<file path="src/rtl/lsu_64i_pkg.sv">
// Shared constants for the RV64I load/store unit: op-bundle bit positions,
// FSM states and byte-strobe bases.
package lsu_64i_pkg;

    localparam int OP_EN     = 6;
    localparam int OP_WE     = 5;
    localparam int OP_SIZE_D = 4;
    localparam int OP_SIZE_W = 3;
    localparam int OP_SIZE_H = 2;
    localparam int OP_SIZE_B = 1;
    localparam int OP_UNS    = 0;

    typedef enum logic [1:0] {
        ST_IDLE = 2'd0,
        ST_REQ  = 2'd1,
        ST_WAIT = 2'd2,
        ST_DONE = 2'd3
    } state_e;

    localparam logic [7:0] STRB_B = 8'h01;
    localparam logic [7:0] STRB_H = 8'h03;
    localparam logic [7:0] STRB_W = 8'h0F;
    localparam logic [7:0] STRB_D = 8'hFF;

    function automatic logic is_onehot4(input logic [3:0] v);
        return (v != 4'd0) && ((v & (v - 4'd1)) == 4'd0);
    endfunction

endpackage

</file>
<file path="src/rtl/lsu_64i_load_ext.sv">
// Load data alignment: shift the bus word down to the access offset, then
// truncate and sign/zero extend. Size is one-hot {d,w,h,b}.
module lsu_load_ext (
    input  logic [63:0] rdata,
    input  logic [2:0]  off,
    input  logic [3:0]  size,
    input  logic        uns,
    output logic [63:0] data
);
    logic [63:0] sh;

    assign sh = rdata >> {off, 3'b000};

    always_comb begin
        data = sh;
        if (size[0])
            data = uns ? {56'd0, sh[7:0]}  : {{56{sh[7]}},  sh[7:0]};
        else if (size[1])
            data = uns ? {48'd0, sh[15:0]} : {{48{sh[15]}}, sh[15:0]};
        else if (size[2])
            data = uns ? {32'd0, sh[31:0]} : {{32{sh[31]}}, sh[31:0]};
    end

endmodule

</file>
<file path="src/rtl/lsu_64i.sv">
// RV64I load/store unit: single-outstanding bus, FSM IDLE->REQ->WAIT->DONE.
// Define LSU_MISALIGN_TRAP_EN to fault on misaligned offsets instead of rounding down.
module lsu_64i
    import lsu_64i_pkg::*;
#(
    parameter int ADDR_WIDTH = 64
) (
    input  logic                  clk,
    input  logic                  rst,
    input  logic                  req_valid,
    output logic                  req_ready,
    input  logic [6:0]            lsu_op,
    input  logic [ADDR_WIDTH-1:0] addr,
    input  logic [63:0]           wdata,
    output logic                  mem_req_valid,
    input  logic                  mem_req_ready,
    output logic [ADDR_WIDTH-1:0] mem_addr,
    output logic                  mem_we,
    output logic [7:0]            mem_wstrb,
    output logic [63:0]           mem_wdata,
    input  logic                  mem_resp_valid,
    input  logic [63:0]           mem_rdata,
    output logic                  resp_valid,
    output logic [63:0]           resp_data,
    output logic                  resp_misalign
);
    state_e      state;
    logic [2:0]  off_q;
    logic [3:0]  size_q;
    logic        uns_q;

    logic [3:0]  size;
    logic        size_ok;
    logic [2:0]  amask;
    logic        fault;
    logic [2:0]  off_al;
    logic [7:0]  strb_base;
    logic [63:0] ld_data;

    assign size    = lsu_op[OP_SIZE_D:OP_SIZE_B];
    assign size_ok = is_onehot4(size);

    always_comb begin
        amask     = 3'd0;
        strb_base = 8'h00;
        unique case (size)
            4'b0001: begin amask = 3'd0; strb_base = STRB_B; end
            4'b0010: begin amask = 3'd1; strb_base = STRB_H; end
            4'b0100: begin amask = 3'd3; strb_base = STRB_W; end
            4'b1000: begin amask = 3'd7; strb_base = STRB_D; end
            default: begin amask = 3'd0; strb_base = 8'h00;  end
        endcase
    end

`ifdef LSU_MISALIGN_TRAP_EN
    assign fault  = !size_ok || ((addr[2:0] & amask) != 3'd0);
    assign off_al = addr[2:0];
`else
    // Round down to natural alignment; only a malformed size faults.
    assign fault  = !size_ok;
    assign off_al = addr[2:0] & ~amask;
`endif

    lsu_load_ext u_load_ext (
        .rdata (mem_rdata),
        .off   (off_q),
        .size  (size_q),
        .uns   (uns_q),
        .data  (ld_data)
    );

    always_ff @(posedge clk) begin
        if (rst) begin
            state         <= ST_IDLE;
            req_ready     <= 1'b1;
            mem_req_valid <= 1'b0;
            mem_addr      <= '0;
            mem_we        <= 1'b0;
            mem_wstrb     <= 8'h00;
            mem_wdata     <= 64'd0;
            resp_valid    <= 1'b0;
            resp_data     <= 64'd0;
            resp_misalign <= 1'b0;
            off_q         <= 3'd0;
            size_q        <= 4'd0;
            uns_q         <= 1'b0;
        end else begin
            unique case (state)
                ST_IDLE: if (req_valid) begin
                    req_ready <= 1'b0;
                    off_q     <= off_al;
                    size_q    <= size;
                    uns_q     <= lsu_op[OP_UNS];
                    if (!lsu_op[OP_EN] || fault) begin
                        state         <= ST_DONE;
                        resp_valid    <= 1'b1;
                        resp_data     <= 64'd0;
                        resp_misalign <= lsu_op[OP_EN];
                    end else begin
                        state         <= ST_REQ;
                        mem_req_valid <= 1'b1;
                        mem_addr      <= {addr[ADDR_WIDTH-1:3], 3'b000};
                        mem_we        <= lsu_op[OP_WE];
                        mem_wstrb     <= lsu_op[OP_WE] ? (strb_base << off_al) : 8'h00;
                        mem_wdata     <= lsu_op[OP_WE] ? (wdata << {off_al, 3'b000}) : 64'd0;
                    end
                end
                ST_REQ: if (mem_req_ready) begin
                    mem_req_valid <= 1'b0;
                    state         <= ST_WAIT;
                end
                ST_WAIT: if (mem_resp_valid) begin
                    resp_valid    <= 1'b1;
                    resp_data     <= mem_we ? 64'd0 : ld_data;
                    resp_misalign <= 1'b0;
                    state         <= ST_DONE;
                end
                ST_DONE: begin
                    resp_valid    <= 1'b0;
                    resp_misalign <= 1'b0;
                    req_ready     <= 1'b1;
                    state         <= ST_IDLE;
                end
                default: state <= ST_IDLE;
            endcase
        end
    end

endmodule

</file>
<file path="config.mk">
export PLATFORM = sky130hd
export DESIGN_NAME = lsu_64i
export DESIGN_NICKNAME = d
export VERILOG_FILES = /design/src/rtl/lsu_64i_pkg.sv /design/src/rtl/lsu_64i_load_ext.sv /design/src/rtl/lsu_64i.sv
export SDC_FILE = /design/constraint.sdc
export NUM_CORES = 1
export LEC_CHECK = 0
export ABC_CLOCK_PERIOD_IN_PS = 5200
export CORE_AREA = 2 2 158 160
export DETAILED_ROUTE_END_ITERATION = 10
export DIE_AREA = 0 0 160 162
export PLACE_DENSITY = 0.86
export SLEW_MARGIN = 20
export SYNTH_ARGS = -nofsm -noshare
export SYNTH_HDL_FRONTEND = slang
export SYNTH_SLANG_ARGS = --single-unit
</file>
<file path="constraint.sdc">
create_clock -name clk -period 5.2 [get_ports clk]
set_clock_uncertainty 0.2 [all_clocks]
set_input_delay 0.78 -clock clk [delete_from_list [all_inputs] [get_ports clk]]
set_output_delay 0.78 -clock clk [all_outputs]
set_load 0.05 [all_outputs]
</file>
After elaboration in Yosys (flattened, before gate mapping):

Cells that the tools add are included.

* input port bits: 204
* bits in registers: 211
* output and inout port bits: 205

* reduce and logical (&&, ||, !) cells: 18
* add/sub/neg operators: 1
* bitwise operators: 4
* shift-type cells: 3
* muxes and demuxes: 34
* eq/ne operators: 12

Operator list (count)
* 64-bit 2-to-1 mux: 11
* 64-bit case mux with 2 select lines: 1
* 64-bit by 6-bit left shift with 64-bit output: 1
* 64-bit by 6-bit right shift with 64-bit output: 1
* 8-bit case mux with 4 select lines: 1
* 4-bit AND reduction: 3
* 1-bit 2-to-1 mux: 10
* 2-bit inequality test, second input constant: 5
* 3-bit case mux with 3 select lines: 1
* 2-bit 2-to-1 mux: 4
* 8-bit 2-to-1 mux: 1
* 2-bit case mux with 4 select lines: 1
* 8-bit by 3-bit left shift with 8-bit output: 1
* 1-bit case mux with 3 select lines: 2
* 3-bit AND reduction: 2
* 2-bit nonzero test: 3
* 4-bit AND: 1
* 2-bit == test, second input constant: 2
* 4-bit by 1-bit == test with 1-bit output, second input constant: 1
* 4-bit by 2-bit == test with 1-bit output, second input constant: 1
* 4-bit by 3-bit == test with 1-bit output, second input constant: 1
* 4-bit == test, second input constant: 1
* 4-bit zero test: 1
* 1-bit case mux with 2 select lines: 2
* 12 further kinds: 14

Depth between registers and ports, before layout:

* depth in word-level cells: 9
* mapped depth: 11
* depth with buffers taken out: 8

Hierarchy:

Synthesis repeated with hierarchy kept, for this count alone.

* cell total of the unflattened synthesis: 1450
* area total of the unflattened synthesis: 11533.6 µm²

By module, submodules not included
* lsu_64i: area an instance 9375.2 µm², times used 1, cells each 1127, sequential area each 4244.1 µm²
* lsu_load_ext: area an instance 2158.3 µm², times used 1, cells each 323, sequential area each 0.0 µm²

Worst setup path before layout:

Ideal clock, no wire load.

* path type: input-to-reg
* start: in lsu_op[2]
* end: reg mem_wdata[32]
* data arrival time: 2402 ps
* cell stages on the path: 9
* slack: 2481 ps
* path through: buf_6 or4b_4 o311a_1 buf_6 buf_6 buf_2 a21oi_1 o22ai_1 a22o_1

* word-level cells in the longest chain between the ends: 8
* elaborated cells between the ends (all ways): 17

RTL lines
* start, declared: line lsu_64i.sv:12 `input logic [6:0] lsu_op,`
* branches (longest 8 deep; another with 64-bit by 6-bit left shift with 64-bit output)
* end signal, assigned: line lsu_64i.sv:105 `mem_wdata <= lsu_op[OP_WE] ? (wdata << {off_al, 3'b000}) : 64'd0;`
* end, declared: line lsu_64i.sv:20 `output logic [63:0] mem_wdata,`

Parallel ways; which one is timed is not known.
A chain may end at the register's enable or synchronous reset.

Final worst setup path:

* start: in lsu_op[1]
* end: reg mem_wdata[30]

The elaborated chain is that of the path after synthesis.

==> flow_metrics.py <==
metrics = {
    "worst_setup_path": {
        "rr_worst_depth": 7,
        "max_stage_delay_ps": 710,
        "cp.depth": 6,
        "crit_type": "in -> reg",
        "r2r_start": "off_q[0]",
        "crit_family": "simple AND/OR/NAND/NOR gates",
        "endpoint": "mem_wdata[30]",
        "reg2reg_to": "resp_data[21]",
        "critical_path.slowest_cell": "nand2b_1",
        "crit_path_end_kind": "flip-flop",
        "cp-startpoint": "lsu_op[1]",
        "cp.arrival_ps": 3870,
        "critPathLaunchType": "primary input",
        "critical_path_buf_inv_count": 1,
        "required_ps": 5460,
        "path_cells": "clkdlybuf4s50_1 -> nor4b_2 -> nand2b_1 -> nand2_1 -> nor2_1 -> a22o_1",
        "r2r_slack_ps": 1720,
        "cp_max_fo": 18,
    },
    "finish": {
        "area_growth_syn_to_layout_pct": 43.1,
        "final_core_util": 0.658,
        "n_fill_cell": 2033,
        "nNetsFinal": 1896,
        "drive_above_1_share": 0.0645,
    },
    "global_routing": {
        "grt_max_degree": 109,
        "grt_pass1_vias": 11900,
        "antenna_found_initial": 2,
        "grt_pass1_wl_mm": 67.6,
        "grt_util_all_layers": 0.328,
        "overflow": 0,
    },
    "clock_network": {
        "post_cts_buffers": 0,
        "cts-resized-gates": 0,
        "cts_tree": "yes",
        "h-tree-depth": 1,
        "clk_pin_slew_ps": 60,
        "insertion_delay_ps": 520,
        "cts.sinks": 211,
        "numCtsBuffers": 24,
        "root_buffer": "clkbuf_16",
        "cts-hold-fix-buffers": 0,
        "clockBufferDepth": 3,
    },
    "pwr": {
        "p_leak_nw": 5.67,
        "ir_worst_vdd_mv": 0.268,
        "seq_power_share": 0.336,
        "p_int_mw": 3.40,
        "powerDensity_nw_per_um2": 342,
        "swShare": 0.373,
        "share_comb_of_total_power": 0.351,
        "p_sw_mw": 2.03,
        "clockPowerShare": 0.313,
    },
    "synthesis": {
        "seq_area_frac_synth": 0.381,
        "yosysUniqueCellTypes": 67,
        "synth_top_family_by_area": "compound AO/OA/AOI/OAI gates",
        "synthAdderAreaFrac": 0.00564,
        "yosysWarnings": 0,
        "ys_async_sr_fraction": 0,
        "synth-seq-cells": 211,
        "synth_compound_area_frac": 0.280,
        "yosys-mux-area-fraction": 0.104,
        "synthSimpleGateAreaFrac": 0.162,
        "avgSynthCellArea_sq_um": 8.14,
        "netlist_area_sq_um": 11100,
        "synth_edf_count": 0,
        "synth_ff_type": "dfxtp_1",
        "yosys.area_share.xor_xnor": 0.00305,
        "synthCells": 1363,
    },
    "floorplan": {
        "rows": 57,
        "die_area_sq_um": 25900,
        "num_io_pins": 409,
        "die_y_microns": 162,
        "die_w_microns": 160,
        "core_area_sq_um": 24100,
        "initial_core_util": 0.460,
    },
    "placement": {
        "dpl.hpwl_mm": 32.4,
        "gp_congestion": 0.981,
        "portBuffers": 405,
    },
    "routing": {
        "wl_mm": 44.7,
        "ant_nets": 0,
        "drc_errors": 0,
        "via_per_inst": 5.93,
        "vias": 12000,
        "drt_iter0_drc": 1170,
        "wl_per_cell_microns": 22.0,
        "dr.pass1.iters": 5,
    },
    "timing": {
        "max_freq_mhz": 277,
        "rsz0062_at_grt": "false",
        "worst_pin_slew_ps": 978,
        "setup_violations": 0,
        "min_period_over_period": 0.693,
        "period_minus_slack_ps": 3610,
        "hold_viol": 0,
        "finalSetupTns_ps": 0,
        "timing.slew.headroom": 0.348,
        "final_max_slew_viol_count": 0,
    },
    "flow_run": {
        "cap_violations": 0,
    },
    "outcome": {
        "status": "finished, final reports clean",
    },
    "worst_hold_path": {
        "holdCritPathClass": "reg -> reg",
    },
}
[registers in the layout (all words and copies together) (netlist names), 2 cells and up]
| signal | count |
|---|---|
| state | 2 |
| resp_data | 64 |
| mem_wstrb | 8 |
| mem_wdata | 64 |
| size_q | 3 |
| mem_addr | 61 |
| off_q | 3 |
[cell usage in the layout, fill, tap and decap left out, types with 7 or more instances in the layout]
master / instances
a221oi_1: 10
nor2_1: 106
mux2i_1: 75
buf_4: 19
o21ai_1: 11
a211oi_1: 24
clkbuf_16: 25
nand3_1: 24
dfxtp_1: 209
mux2_2: 28
a21oi_1: 168
a2bb2oi_1: 8
a22oi_1: 25
o2bb2ai_1: 16
nor3_1: 10
inv_1: 8
o211ai_1: 7
a211o_1: 8
o31ai_1: 8
a31oi_1: 8
o21ai_0: 68
clkdlybuf4s50_1: 404
nand2_1: 250
o22ai_1: 8
a32o_1: 17
a22o_1: 57
[layer usage]
layer	part of all wire	up-vias	track usage	routed length [microns]
li1	-	5570	-	-
met1	0.36	5601	0.374	16100
met2	0.47	702	0.557	21200
met3	0.11	156	0.102	4900
met4	0.056	0	0.169	2520
met5	0	-	0	0
[metrics by stage]
| stage | setup WS, ps | cells | area [sq um] | hold WS [ps] | power [mW] |
|---|---|---|---|---|---|
| after CTS | 1600 | 2029 | 15900 | 254 | 5.41 |
| after global routing | 1440 | 2029 | 15900 | 266 | 5.64 |
| after global placement | 1210 | 1985 | 15100 | 239 | 3.69 |
| after detailed placement | 1110 | 1985 | 15100 | 242 | 3.72 |
| final | 1590 | 2030 | 15900 | 254 | 5.43 |
| after floorplan | 2480 | 1365 | 11100 | 263 | 3.11 |
[synthesized netlist by cell type, types with 25 or more instances]
library cell,count,share of area
buf_2,39,0.018
o21ai_0,68,0.031
a21oi_1,168,0.076
a22o_1,57,0.045
a22oi_1,25,0.017
dfxtp_1,211,0.38
nor2_1,106,0.036
mux2_2,28,0.028
clkbuf_1,60,0.020
nand2_1,251,0.085
mux2i_1,75,0.068
[power groups by stage]
stage	clock network (mW)	logic, mW	registers (mW)
global placement	0	1.84	1.85
CTS	1.71	1.87	1.82
floorplan	0	1.00	2.10
finish	1.70	1.91	1.82
global route	1.78	2.02	1.84
detailed placement	0	1.87	1.86
[cells by family after synthesis]
kind of cell | Yosys count
DFF | 211
AOI/OAI and AO/OA | 471
adders and majority gates | 5
muxes | 108
other | 1
and+or+nand+nor | 426
xor gates and xnor gates | 3
buffers and inverters | 138
[cell type report]
class | instances | area [sq um] | area share
Inverter | 10 | 37.5 | 0.00237
Antenna cell | 1 | 2.50 | 0.000158
Sequential cell | 211 | 4230 | 0.266
Multi-Input combinational cell | 1016 | 6200 | 0.391
Timing Repair Buffer | 424 | 4210 | 0.265
Clock buffer | 34 | 709 | 0.0447
Tap cell | 324 | 405 | 0.0255
Clock inverter | 10 | 83.8 | 0.00528
[how the worst min path moves through the flow]
stage / slack [ps] / start / depth (start not counted) / end
6_report: 250 / mem_addr[7] / 2 / mem_addr[7]
5_1_grt: 270 / mem_addr[33] / 2 / mem_addr[33]
4_1_cts: 250 / mem_addr[41] / 2 / mem_addr[41]
3_5_place_dp: 240 / mem_wdata[48] / 2 / mem_wdata[48]
3_3_place_gp: 240 / mem_wdata[42] / 2 / mem_wdata[42]
2_1_floorplan: 260 / uns_q / 2 / uns_q
[tightest hold or removal path, cell delays in order (launching register included)]
cell	delay [ps]
dfxtp_1	310
nand2_1	50
a21oi_1	50
(Power assumes the default switching activity.)
